$ cat config.mk
export PLATFORM = sky130hd
export DESIGN_NAME = spm_boot_loader
export DESIGN_NICKNAME = d
export VERILOG_FILES = /design/src/rtl/spm_boot_loader.sv
export SDC_FILE = /design/constraint.sdc
export NUM_CORES = 1
export LEC_CHECK = 0
export CORE_MARGIN = 1.5
export CORE_UTILIZATION = 55
export CTS_BUF_LIST = sky130_fd_sc_hd__clkbuf_4 sky130_fd_sc_hd__clkbuf_8
export DETAILED_ROUTE_END_ITERATION = 7
export GPL_TIMING_DRIVEN = 0
export PLACE_DENSITY = 0.8
export SKIP_LAST_GASP = 1
export SYNTH_ARGS = -nofsm -noshare
export SYNTH_HDL_FRONTEND = slang
export SYNTH_SLANG_ARGS = --single-unit
$ cat constraint.sdc
create_clock -name clk -period 6.3 [get_ports clk]
set_clock_uncertainty 0.05 [all_clocks]
set_input_delay 1.575 -clock clk [delete_from_list [all_inputs] [get_ports clk]]
set_output_delay 1.575 -clock clk [all_outputs]
set_load 0.005 [all_outputs]
$ cat src/rtl/spm_boot_loader.sv
// spm_boot_loader
//   Byte-stream program loader in front of pipeline_cpu_top. It receives a
//   framed image over a valid/ready byte interface:
//     0xA5, N[7:0], N[15:8], N*4 little-endian data bytes, CSUM
//   where CSUM is the 8-bit sum of the data bytes. Each assembled word is
//   written to the SPM through the CPU's test_spm_* port at
//   BASE_ADDR + 4*i. After a load with a good checksum, cpu_en is raised and
//   held until reset.
//
//   Ports:
//     clk, reset        clock, asynchronous active-high reset
//     rx_data/valid     incoming byte stream
//     rx_ready          loader can take a byte this cycle
//     test_spm_addr     SPM byte address (ADDR_W bits, truncating)
//     test_spm_as_      SPM address strobe, active low
//     test_spm_rw       RW_WRITE during a strobe, RW_READ otherwise
//     test_spm_wr_data  word written to SPM
//     cpu_en            core enable after a good load
//     load_done         sticky, good frame loaded
//     load_err          sticky until the next 0xA5 start byte
module spm_boot_loader #(
    parameter int unsigned BASE_ADDR   = 0,
    parameter int unsigned MAX_WORDS   = 64,
    parameter int unsigned TIMEOUT_CYC = 1_000_000,
    parameter int unsigned ADDR_W      = 30
) (
    input  logic              clk,
    input  logic              reset,
    input  logic [7:0]        rx_data,
    input  logic              rx_valid,
    output logic              rx_ready,
    output logic [ADDR_W-1:0] test_spm_addr,
    output logic              test_spm_as_,
    output logic              test_spm_rw,
    output logic [31:0]       test_spm_wr_data,
    output logic              cpu_en,
    output logic              load_done,
    output logic              load_err
);

    localparam logic        RW_READ  = 1'b1;
    localparam logic        RW_WRITE = 1'b0;
    localparam logic [7:0]  START    = 8'hA5;
    localparam int unsigned IDX_W    = $clog2(MAX_WORDS + 1);
    localparam int unsigned TO_W     = (TIMEOUT_CYC > 1) ? $clog2(TIMEOUT_CYC + 1) : 1;
    localparam logic [IDX_W-1:0] IDX_ONE = 1;
    localparam logic [TO_W-1:0]  TO_ONE  = 1;

    typedef enum logic [2:0] {
        S_IDLE, S_LEN_LO, S_LEN_HI, S_DATA, S_WRITE, S_CSUM, S_DONE, S_ERR
    } state_t;

    state_t             state;
    logic [15:0]        len;
    logic [23:0]        word;
    logic [1:0]         byte_cnt;
    logic [IDX_W-1:0]   idx;
    logic [7:0]         csum;
    logic [TO_W-1:0]    to_cnt;

    logic               accept;
    logic               timed;
    logic               timeout_hit;
    logic [IDX_W-1:0]   next_idx;
    logic               more_words;
    logic [15:0]        len_new;
    logic [ADDR_W-1:0]  wr_addr;

    assign accept     = rx_valid & rx_ready;
    assign timed      = (state == S_LEN_LO) || (state == S_LEN_HI) ||
                        (state == S_DATA)   || (state == S_CSUM);
    // An accepted byte beats the timeout in the same cycle.
    assign timeout_hit = (TIMEOUT_CYC != 0) && timed && !accept &&
                         (32'(to_cnt) >= TIMEOUT_CYC - 1);
    assign next_idx   = idx + IDX_ONE;
    assign more_words = 32'(next_idx) < 32'(len);
    assign len_new    = {rx_data, len[7:0]};
    assign wr_addr    = ADDR_W'(BASE_ADDR) + ADDR_W'({idx, 2'b00});

    always_ff @(posedge clk or posedge reset) begin
        if (reset) begin
            state            <= S_IDLE;
            len              <= '0;
            word             <= '0;
            byte_cnt         <= '0;
            idx              <= '0;
            csum             <= '0;
            to_cnt           <= '0;
            rx_ready         <= 1'b0;
            test_spm_addr    <= ADDR_W'(BASE_ADDR);
            test_spm_as_     <= 1'b1;
            test_spm_rw      <= RW_READ;
            test_spm_wr_data <= '0;
            cpu_en           <= 1'b0;
            load_done        <= 1'b0;
            load_err         <= 1'b0;
        end else begin
            // The strobe is a one-cycle pulse; only the 4th data byte raises it.
            test_spm_as_ <= 1'b1;
            test_spm_rw  <= RW_READ;

            if (accept || !timed) begin
                to_cnt <= '0;
            end else begin
                to_cnt <= to_cnt + TO_ONE;
            end

            if (timeout_hit) begin
                state    <= S_ERR;
                load_err <= 1'b1;
                rx_ready <= 1'b1;
            end else begin
                case (state)
                    S_IDLE: begin
                        rx_ready <= 1'b1;
                        if (accept && rx_data == START) begin
                            state    <= S_LEN_LO;
                            csum     <= '0;
                            idx      <= '0;
                            byte_cnt <= '0;
                        end
                    end
                    S_LEN_LO: begin
                        if (accept) begin
                            len[7:0] <= rx_data;
                            state    <= S_LEN_HI;
                        end
                    end
                    S_LEN_HI: begin
                        if (accept) begin
                            len[15:8] <= rx_data;
                            if (32'(len_new) > MAX_WORDS) begin
                                state    <= S_ERR;
                                load_err <= 1'b1;
                            end else if (len_new == 16'd0) begin
                                state <= S_CSUM;
                            end else begin
                                state <= S_DATA;
                            end
                        end
                    end
                    S_DATA: begin
                        if (accept) begin
                            csum     <= csum + rx_data;
                            byte_cnt <= byte_cnt + 2'd1;
                            case (byte_cnt)
                                2'd0: word[7:0]   <= rx_data;
                                2'd1: word[15:8]  <= rx_data;
                                2'd2: word[23:16] <= rx_data;
                                default: begin
                                    state            <= S_WRITE;
                                    rx_ready         <= 1'b0;
                                    test_spm_as_     <= 1'b0;
                                    test_spm_rw      <= RW_WRITE;
                                    test_spm_addr    <= wr_addr;
                                    test_spm_wr_data <= {rx_data, word};
                                end
                            endcase
                        end
                    end
                    S_WRITE: begin
                        idx      <= next_idx;
                        rx_ready <= 1'b1;
                        state    <= more_words ? S_DATA : S_CSUM;
                    end
                    S_CSUM: begin
                        if (accept) begin
                            if (rx_data == csum) begin
                                state     <= S_DONE;
                                cpu_en    <= 1'b1;
                                load_done <= 1'b1;
                                rx_ready  <= 1'b0;
                            end else begin
                                state    <= S_ERR;
                                load_err <= 1'b1;
                            end
                        end
                    end
                    S_DONE: begin
                        rx_ready <= 1'b0;
                        cpu_en   <= 1'b1;
                    end
                    S_ERR: begin
                        rx_ready <= 1'b1;
                        cpu_en   <= 1'b0;
                        if (accept && rx_data == START) begin
                            load_err <= 1'b0;
                            state    <= S_LEN_LO;
                            csum     <= '0;
                            idx      <= '0;
                            byte_cnt <= '0;
                        end
                    end
                    default: state <= S_IDLE;
                endcase
            end
        end
    end

endmodule

==> impl_metrics.csv, run 1 <==
group,metric,value,unit
cts,worst_skew_pair.late_latency,0.44,ns
cells_and_area,antenna_cells,0,
global_routing,busiest_metal_layer_after_global_routing,"met2",
cells_and_area,nNetsFinal,648,
pwr,seq_power_share,40.6,%
global_routing,grtUsageTotal,23.7,%
setup_path,timing.rr.end,"state[2]",
setup_path,r2r.worst_path.cells,9,
cts,cts_tree,"done",
global_routing,gr-usage-met1,29.9,%
yosys,yosys.cell_types.count,59,
yosys,yosysMostFrequentCell,"dfrtp_1",
setup_path,timing.critical_path.from,"rx_data[2]",
yosys,synth_area_per_cell,11.5,um^2
yosys,synth.area.top_cells,"dfrtp_1, mux2_2, ha_1, buf_4, nor2_1",
timing,layout_setup_ws,2.48,ns
timing,worst_slew_pin_slew,0.819,ns
placed_design,globalplace.congestion,0.867,
timing,slew_headroom,44.9,%
routing,detail_route.first_pass.iterations,4,
die,core-area,10500,um^2
global_routing,grt_antenna_before_repair,0,
timing,setup_total_negative_slack,0,ns
placed_design,dp.cells,734,
routing,vias_per_cell,5.52,
cts,cts_num_sinks,124,
cells_and_area,post_route_cells_drive_above_1_share,25.9,%
setup_path,worstSetupEndpointType,"flip-flop",
timing,hold_violations,0,
setup_path,crit_path_end,"load_err",
timing,clock.fmax,262,MHz
cts,cts_inserted_buffers,17,
die,total_i_o_pin_count,79,
pwr,power_leakage,3.35,nW
timing,layout_min_cycle_time,3.82,ns
flow_run,max_capacitance_violation_count,0,
setup_path,worstPathMaxFanout,9,
global_routing,pin_count_of_the_biggest_net_entering_global_routing,88,
cts,cts_post_setup_buffers_inserted,0,
setup_path,r2r_setup_slack,3.87,ns
cells_and_area,final.fill_count,749,
die,cell_rows,37,
yosys,ys_seq_area_share,51.6,%
pwr,power.switching_fraction,34.5,%
setup_path,critical_path_required,6.57,ns
placed_design,port_buffers,54,
cts,worst_setup_hold_path_clk_slew,0.08,ns
setup_path,reg2reg_from,"idx[0]",
die,initial_utilization,57.5,%
yosys,synthFlopType,"dfrtp_1",
timing,worst_hold_slack_across_all_endpoints,0.425,ns
cts,ctsLongestPathBuffers,2,
cts,cts-htree-levels,4,
yosys,syn_area,6010,um^2
cts,cts-hold-fix-buffers,0,
timing,setup_violators_final,0,
global_routing,grt_first_pass_wirelength,21100,um
pwr,p_int,2.02,mW
die,dieWidth,108,um
cells_and_area,area_delta_synth_final,20.4,%
pwr,clock_power_share,23.1,%
routing,via_count,4232,
pwr,power_frac_comb,36.3,%
setup_path,startpoint_kind_of_the_worst_setup_timing_path,"input pin",
yosys,synth_seq_cells,124,
yosys,synth_largest_area_cell,"dfrtp_1",
global_routing,grt_pass1_vias,4342,
timing,final-max-slew-violation-count,0,
yosys,share_of_async_settable_or_async_resettable_flops_after_synthesis,100,%
global_routing,gr-usage-met2,40.4,%
routing,route.detailed.drc,0,
pwr,switching_power,1.07,mW
cts,ctsResizeCount,0,
cells_and_area,stdcell_count,766,
pwr,cellPowerDensity,426,nW/um^2
setup_path,cp_data_arrival_time,4.09,ns
global_routing,overflow,0,
hold_path,worst_hold_path_type,"reg -> reg",
die,die_height,108,um
cts,ctsRootBufferMaster,"clkbuf_8",
yosys,synthTopCellsByCount,"dfrtp_1, mux2_2, nor2_1",
die,die_area,11600,um^2
timing,period_share,60.6,%
setup_path,criticalPathCategory,"in -> reg",
timing,rsz0062_at_grt,"false",
yosys,synth_edf_count,0,
run_status,outcome,"completed",
yosys,synth_top_cell_area_share,51.2,%
routing,totalWireLength,12500,um
placed_design,detailedPlacementHpwl,8860,um
global_routing,global_route.usage.met3,5.51,%
routing,avgRoutedWirePerCell,16.3,um
pwr,design_power_total,3.09,mW
routing,detail-route-antenna-nets,0,
routing,detailedRoute.firstIterationViolations,283,
pwr,vdd_ir_drop_max,256,uV
placed_design,place_ws,2.03,ns
yosys,syn_inst,521,
yosys,yosysWarnings,0,
-- worst min-delay path by stage --
stage                    from         to  slack [ns]  cells past startpoint
global route        load_done  load_done        0.44                      2
global placement    load_done  load_done        0.41                      2
detailed placement  load_done  load_done        0.41                      2
floorplan              len[9]     len[9]        0.40                      2
finish              load_done  load_done        0.42                      2
CTS                 load_done  load_done        0.43                      2
-- routing by layer --
layer | up-vias | share of wire, %
li1 | 1993 | -
met1 | 2117 | 42
met2 | 102 | 52
met3 | 20 | 4.2
met4 | 0 | 1.5
met5 | - | 0
-- stage by stage --
stage / instance area (um^2) / utilization (%)
CTS: 7240 / 69.2
detailed placement: 6840 / 65.4
global route: 7240 / 69.2
global placement: 6810 / 65.1
floorplan: 6100 / -
finish: 7240 / 69.2
-- cell families after synthesis --
kind of cell	Yosys count	share of synthesized area, %
muxes	73	13.7
xor gates and xnor gates	27	3.93
other	1	0.0624
DFF	124	51.6
and+or+nand+nor	134	11.2
adders and majority gates	20	4.29
AOI/OAI and AO/OA	79	9.34
buffers and inverters	63	5.93
-- state kept, by name, indices dropped and copies added (netlist names) --
| signal | cells |
|---|---|
| byte_cnt | 2 |
| cpu_en | 1 |
| csum | 8 |
| idx | 7 |
| len | 16 |
| load_done | 1 |
| load_err | 1 |
| rx_ready | 1 |
| state | 3 |
| test_spm_addr | 7 |
| test_spm_rw | 1 |
| test_spm_wr_data | 32 |
| to_cnt | 20 |
| word | 24 |
-- power by group through the flow --
stage / registers (mW) / clock network (mW) / logic, mW
after global routing: 1.29 / 0.760 / 1.24
after floorplan: 1.23 / 0 / 0.729
after CTS: 1.25 / 0.726 / 1.13
final: 1.25 / 0.713 / 1.12
after global placement: 1.25 / 0 / 1.06
after detailed placement: 1.27 / 0 / 1.12
-- worst max-delay path, stage by stage --
cell             delay, ns
clkdlybuf4s50_1       0.68
ha_1                  0.50
nor4_1                0.34
nand3_1               0.23
o21a_1                0.23
o221ai_1              0.20
a21oi_1               0.06
o32a_1                0.29
-- layout by cell type, fill, tap and decap left out, drive strengths merged, types with 2 or more instances in the layout --
cell / count
ha: 19
a22o: 14
a31oi: 2
o211ai: 2
a21oi: 14
and2: 2
a21o: 4
o41ai: 3
clkinv: 2
nand4: 6
conb: 23
inv: 31
nor3: 7
dfrtp: 123
nor2: 38
buf: 35
xnor2: 15
nor4: 7
or3: 3
and3: 9
clkbuf: 26
nand3: 18
xor2: 12
clkdlybuf4s50: 54
nand2: 29
o21ai: 27
nor2b: 5
nand2b: 6
mux2: 73
or4: 2
-- layout make-up --
type,instances,area (um^2),share of cell area [%]
clock inverter,15,169,2.33
multi-input combinational,356,2640,36.4
sequential,124,3100,42.9
clock buffer,17,234,3.23
timing repair buffer,55,568,7.84
inverter,20,80.1,1.11
tap,136,170,2.35
buffer,43,282,3.89
Note: power is estimated with default switching activity, not from simulation.
==> run 2, diff against run 1 <==
==> constraint.sdc (replaced) <==
create_clock -name clk -period 3.76 [get_ports clk]
set_clock_uncertainty 0.05 [all_clocks]
set_input_delay 0.94 -clock clk [delete_from_list [all_inputs] [get_ports clk]]
set_output_delay 0.94 -clock clk [all_outputs]
set_load 0.005 [all_outputs]
==> impl_metrics.csv, run 2 (same netlist as run 1, synthesis figures left out) <==
group,metric,value,unit
cells_and_area,nNetsFinal,650,
cells_and_area,top_regs,"test_spm_wr_data x32, word x24, to_cnt x20",
cells_and_area,stdcell_count,768,
pwr,design_power_total,5.30,mW
cells_and_area,mostFrequentLayoutCell,"dfrtp_1",
pwr,clock_power_share,24.2,%
routing,detail_route.first_pass.iterations,4,
cells_and_area,register_containing_the_most_flip_flops_in_the_final_layout,"test_spm_wr_data",
routing,totalWireLength,13000,um
global_routing,grt_antenna_before_repair,0,
cts,ctsResizeCount,0,
timing,setup_violators_final,0,
pwr,cellPowerDensity,724,nW/um^2
setup_path,cp_data_arrival_time,3.50,ns
pwr,power_leakage,3.37,nW
cells_and_area,post_route_cells_drive_above_1_share,26.1,%
timing,setup_total_negative_slack,0,ns
die,die_height,108,um
cts,cts-htree-levels,4,
hold_path,worst_hold_path_type,"reg -> reg",
placed_design,dp.cells,736,
cts,ctsRootBufferMaster,"clkbuf_8",
die,die_area,11600,um^2
global_routing,overflow,0,
placed_design,port_buffers,54,
cells_and_area,final_design_area_no_fill,7310,um^2
cts,cts_post_setup_buffers_inserted,0,
routing,detailedRoute.firstIterationViolations,174,
timing,layout_setup_ws,0.540,ns
pwr,vdd_ir_drop_max,455,uV
placed_design,postPlaceCellArea,6870,um^2
placed_design,globalplace.congestion,0.843,
routing,via_count,4234,
setup_path,criticalPathCategory,"in -> reg",
placed_design,detailedPlacementHpwl,8940,um
setup_path,r2r_setup_slack,1.38,ns
pwr,switching_power,1.76,mW
pwr,p_int,3.54,mW
timing,layout_min_cycle_time,3.22,ns
setup_path,worstSetupEndpointType,"flip-flop",
cells_and_area,multi_input_comb_area,2640,um^2
cts,worst_skew_pair.late_latency,0.45,ns
cts,cts_tree,"done",
setup_path,startpoint_kind_of_the_worst_setup_timing_path,"input pin",
cells_and_area,largest_reg_flops,32,
run_status,outcome,"completed",
setup_path,critical_path_required,4.04,ns
cells_and_area,final.fill_count,765,
timing,rsz0062_at_grt,"false",
cts,worst_setup_hold_path_clk_slew,0.07,ns
setup_path,worstPathMaxFanout,9,
flow_run,max_capacitance_violation_count,0,
pwr,power_frac_comb,35.8,%
global_routing,pin_count_of_the_biggest_net_entering_global_routing,41,
timing,hold_violations,0,
pwr,power.switching_fraction,33.2,%
timing,worst_slew_pin_slew,1.00,ns
cts,cts_num_sinks,124,
timing,worst_hold_slack_across_all_endpoints,0.430,ns
die,dieWidth,108,um
cts,ctsLongestPathBuffers,2,
cts,cts_inserted_buffers,17,
routing,route.detailed.drc,0,
routing,detail-route-antenna-nets,0,
cells_and_area,area_delta_synth_final,21.6,%
cells_and_area,antenna_cells,0,
placed_design,place_ws,0.107,ns
die,total_i_o_pin_count,79,
routing,vias_per_cell,5.51,
cells_and_area,fin_util,69.9,%
pwr,seq_power_share,40.0,%
die,cell_rows,37,
die,initial_utilization,57.5,%
timing,slew_headroom,32.6,%
routing,avgRoutedWirePerCell,16.9,um
timing,final-max-slew-violation-count,0,
cells_and_area,ff_latch_area,3100,um^2
timing,clock.fmax,311,MHz
global_routing,grt_pass1_vias,4419,
global_routing,grt_first_pass_wirelength,21600,um
timing,period_share,85.6,%
global_routing,grtUsageTotal,24.8,%
die,core-area,10500,um^2
cts,cts-hold-fix-buffers,0,
cells_and_area,most-common-layout-cells,"dfrtp_1, mux2_2, clkdlybuf4s50_1",
## run 2: cell types whose count changed in the layout (fill, tap and decap cells not counted), sizes merged
cell	change
inv	-5
buf	+2
bufinv	+2
clkbuf	+2
clkinvlp	+2
clkinv	-1
## run 2: layout make-up
type,count,area share [%]
tap,136,2.33
buffer,43,3.85
inverter,20,1.08
sequential,124,42.5
clock buffer,19,3.58
clock inverter,13,2.43
timing repair buffer,57,8.22
multi-input combinational,356,36.0
## run 2: final timing paths
path / to / depth (start not counted) / startpoint
worst max register to register: state[1] / 10 / idx[0]
worst max-delay path: load_err / 8 / rx_data[2]
min in group asynchronous: csum[5] / 2 / reset
worst min-delay path: load_done / 2 / load_done
max in group asynchronous: test_spm_wr_data[22] / 5 / reset
worst min register to register: load_done / 2 / load_done
## run 2: layer usage
metal  share of wire [%]  vias to the layer above  track usage [%]
li1                    -                     1992                -
met1                  41                     2110             28.7
met2                  51                      102             42.4
met3                 4.8                       30             7.45
met4                 2.6                        0             11.3
met5                   0                        -                0
## run 2: power groups by stage
stage	combinational (mW)	sequential, mW	clock, mW
after floorplan	1.22	2.06	0
after global placement	1.78	2.08	0
after detailed placement	1.88	2.12	0
after CTS	1.90	2.12	1.30
after global routing	2.10	2.17	1.36
final	1.89	2.12	1.28
## run 2: critical path, stage by stage
cell             delay [ns]
clkdlybuf4s50_1        0.70
ha_1                   0.51
nor4_1                 0.36
nand3_1                0.23
o21a_1                 0.22
o221ai_1               0.19
a21oi_1                0.07
o32a_1                 0.29
==> run 3, diff against run 2 <==
--- a/config.mk
+++ b/config.mk
@@ -5,12 +5,14 @@
 export SDC_FILE = /design/constraint.sdc
 export NUM_CORES = 1
 export LEC_CHECK = 0
+export CELL_PAD_IN_SITES_DETAIL_PLACEMENT = 2
+export CELL_PAD_IN_SITES_GLOBAL_PLACEMENT = 2
 export CORE_MARGIN = 1.5
-export CORE_UTILIZATION = 55
+export CORE_UTILIZATION = 38
 export CTS_BUF_LIST = sky130_fd_sc_hd__clkbuf_4 sky130_fd_sc_hd__clkbuf_8
 export DETAILED_ROUTE_END_ITERATION = 7
 export GPL_TIMING_DRIVEN = 0
-export PLACE_DENSITY = 0.8
+export PLACE_DENSITY_LB_ADDON = 0.1
 export SKIP_LAST_GASP = 1
 export SYNTH_ARGS = -nofsm -noshare
 export SYNTH_HDL_FRONTEND = slang
==> impl_metrics.csv, run 3 (same netlist as run 1, synthesis figures left out) <==
group,metric,value,unit
run_status,outcome,"completed",
cells_and_area,nNetsFinal,650,
pwr,power_leakage,3.40,nW
routing,via_count,4307,
cts,cts_tree,"done",
pwr,design_power_total,5.53,mW
timing,hold_violations,0,
setup_path,critical_path_required,4.03,ns
cts,cts_num_sinks,124,
cts,cts_post_setup_buffers_inserted,0,
timing,clock.fmax,305,MHz
die,initial_utilization,39.3,%
pwr,cellPowerDensity,742,nW/um^2
cts,worst_skew_pair.late_latency,0.44,ns
routing,detail-route-antenna-nets,0,
cts,ctsResizeCount,0,
routing,avgRoutedWirePerCell,19.1,um
pwr,vdd_ir_drop_max,314,uV
cts,cts-htree-levels,4,
cts,ctsRootBufferMaster,"clkbuf_8",
cells_and_area,post_route_cells_drive_above_1_share,26.1,%
pwr,power_frac_comb,35.6,%
setup_path,worstPathMaxFanout,9,
pwr,seq_power_share,38.3,%
setup_path,cp_data_arrival_time,3.56,ns
cells_and_area,top_regs,"test_spm_wr_data x32, word x24, to_cnt x20",
setup_path,worstSetupEndpointType,"flip-flop",
pwr,power.switching_fraction,32.5,%
cts,cts_inserted_buffers,17,
routing,detail_route.first_pass.iterations,4,
cells_and_area,area_delta_synth_final,23.9,%
die,dieWidth,129,um
timing,worst_hold_slack_across_all_endpoints,0.428,ns
die,core-area,15300,um^2
flow_run,max_capacitance_violation_count,0,
cells_and_area,antenna_cells,0,
cts,cts-hold-fix-buffers,0,
placed_design,port_buffers,54,
global_routing,grtUsageTotal,20.9,%
global_routing,grt_first_pass_wirelength,26200,um
cells_and_area,largest_reg_flops,32,
routing,vias_per_cell,5.11,
timing,setup_total_negative_slack,0,ns
cells_and_area,most-common-layout-cells,"dfrtp_1, mux2_2, clkdlybuf4s50_1",
setup_path,criticalPathCategory,"in -> reg",
die,cell_rows,45,
die,die_area,16600,um^2
setup_path,startpoint_kind_of_the_worst_setup_timing_path,"input pin",
cells_and_area,register_containing_the_most_flip_flops_in_the_final_layout,"test_spm_wr_data",
hold_path,worst_hold_path_type,"reg -> reg",
cts,worst_setup_hold_path_clk_slew,0.07,ns
die,total_i_o_pin_count,79,
routing,met2_length,8290,um
routing,wl_met1,7270,um
cells_and_area,mostFrequentLayoutCell,"dfrtp_1",
timing,setup_violators_final,0,
pwr,clock_power_share,26.1,%
timing,layout_min_cycle_time,3.28,ns
pwr,p_int,3.73,mW
global_routing,grt_pass1_vias,4772,
timing,period_share,87.3,%
placed_design,detailedPlacementHpwl,11300,um
routing,topRoutingLayerUsed,"met4",
routing,totalWireLength,16100,um
cts,ctsLongestPathBuffers,2,
timing,worst_slew_pin_slew,0.868,ns
cells_and_area,fin_util,48.6,%
routing,total_met3_wirelength_after_detailed_routing,404,um
global_routing,overflow,0,
global_routing,pin_count_of_the_biggest_net_entering_global_routing,43,
timing,final-max-slew-violation-count,0,
timing,slew_headroom,41.6,%
die,die_height,129,um
routing,route.detailed.drc,0,
global_routing,grt_antenna_before_repair,0,
placed_design,globalplace.congestion,0.787,
timing,rsz0062_at_grt,"false",
routing,detailedRoute.firstIterationViolations,165,
pwr,switching_power,1.80,mW
[run 3: cell count changes in the layout (fill, tap and decap cells not counted), sizes merged]
cell	delta
inv	-6
bufinv	+3
clkbuf	+2
clkinv	+1
[run 3: worst max-delay path, stage by stage]
cell             delay [ns]
clkdlybuf4s50_1        0.76
ha_1                   0.53
nor4_1                 0.28
nand3_1                0.23
o21a_1                 0.23
o221ai_1               0.21
a21oi_1                0.07
o32a_1                 0.30
[run 3: cell type report]
cell class	count	area, um^2
plain buffers	43	282
clock buffers	21	270
clock inverters	11	214
fillers	1561	7870
inverters	20	78.8
multi-input cells	356	2640
flip-flops and latches	124	3100
well taps	211	264
repair buffers	57	601
[run 3: path summary, 6_finish.rpt]
path	from	to	slack, ns	cells after the start
max reg2reg	idx[0]	state[1]	1.18	10
min reg2reg	load_done	load_done	0.43	2
max in group asynchronous	reset	test_spm_rw	2.18	4
min in group asynchronous	reset	csum[4]	0.70	2
max	rx_data[2]	load_err	0.48	8
min	load_done	load_done	0.43	2
[run 3: layer usage]
layer  vias to the layer above  GRT usage (%)
li1                       1988              -
met1                      2253           26.0
met2                        52           36.5
met3                        14           5.03
met4                         0           5.02
met5                         -              0
[run 3: power by group through the flow]
stage	logic [mW]	clock network (mW)	registers (mW)
after global placement	1.85	0	2.10
after global routing	2.18	1.53	2.18
after floorplan	1.22	0	2.06
after detailed placement	1.97	0	2.14
after CTS	2.00	1.49	2.13
final	1.97	1.44	2.12
[run 3: per-stage QoR]
step / instances / cell area (um^2) / setup WS [ns]
final: 843 / 7450 / 0.477
after global routing: 843 / 7450 / 0.369
after CTS: 843 / 7450 / 0.526
after detailed placement: 811 / 6960 / 0.0236
after global placement: 808 / 6900 / 0.0262
after floorplan: 543 / 6100 / 1.23
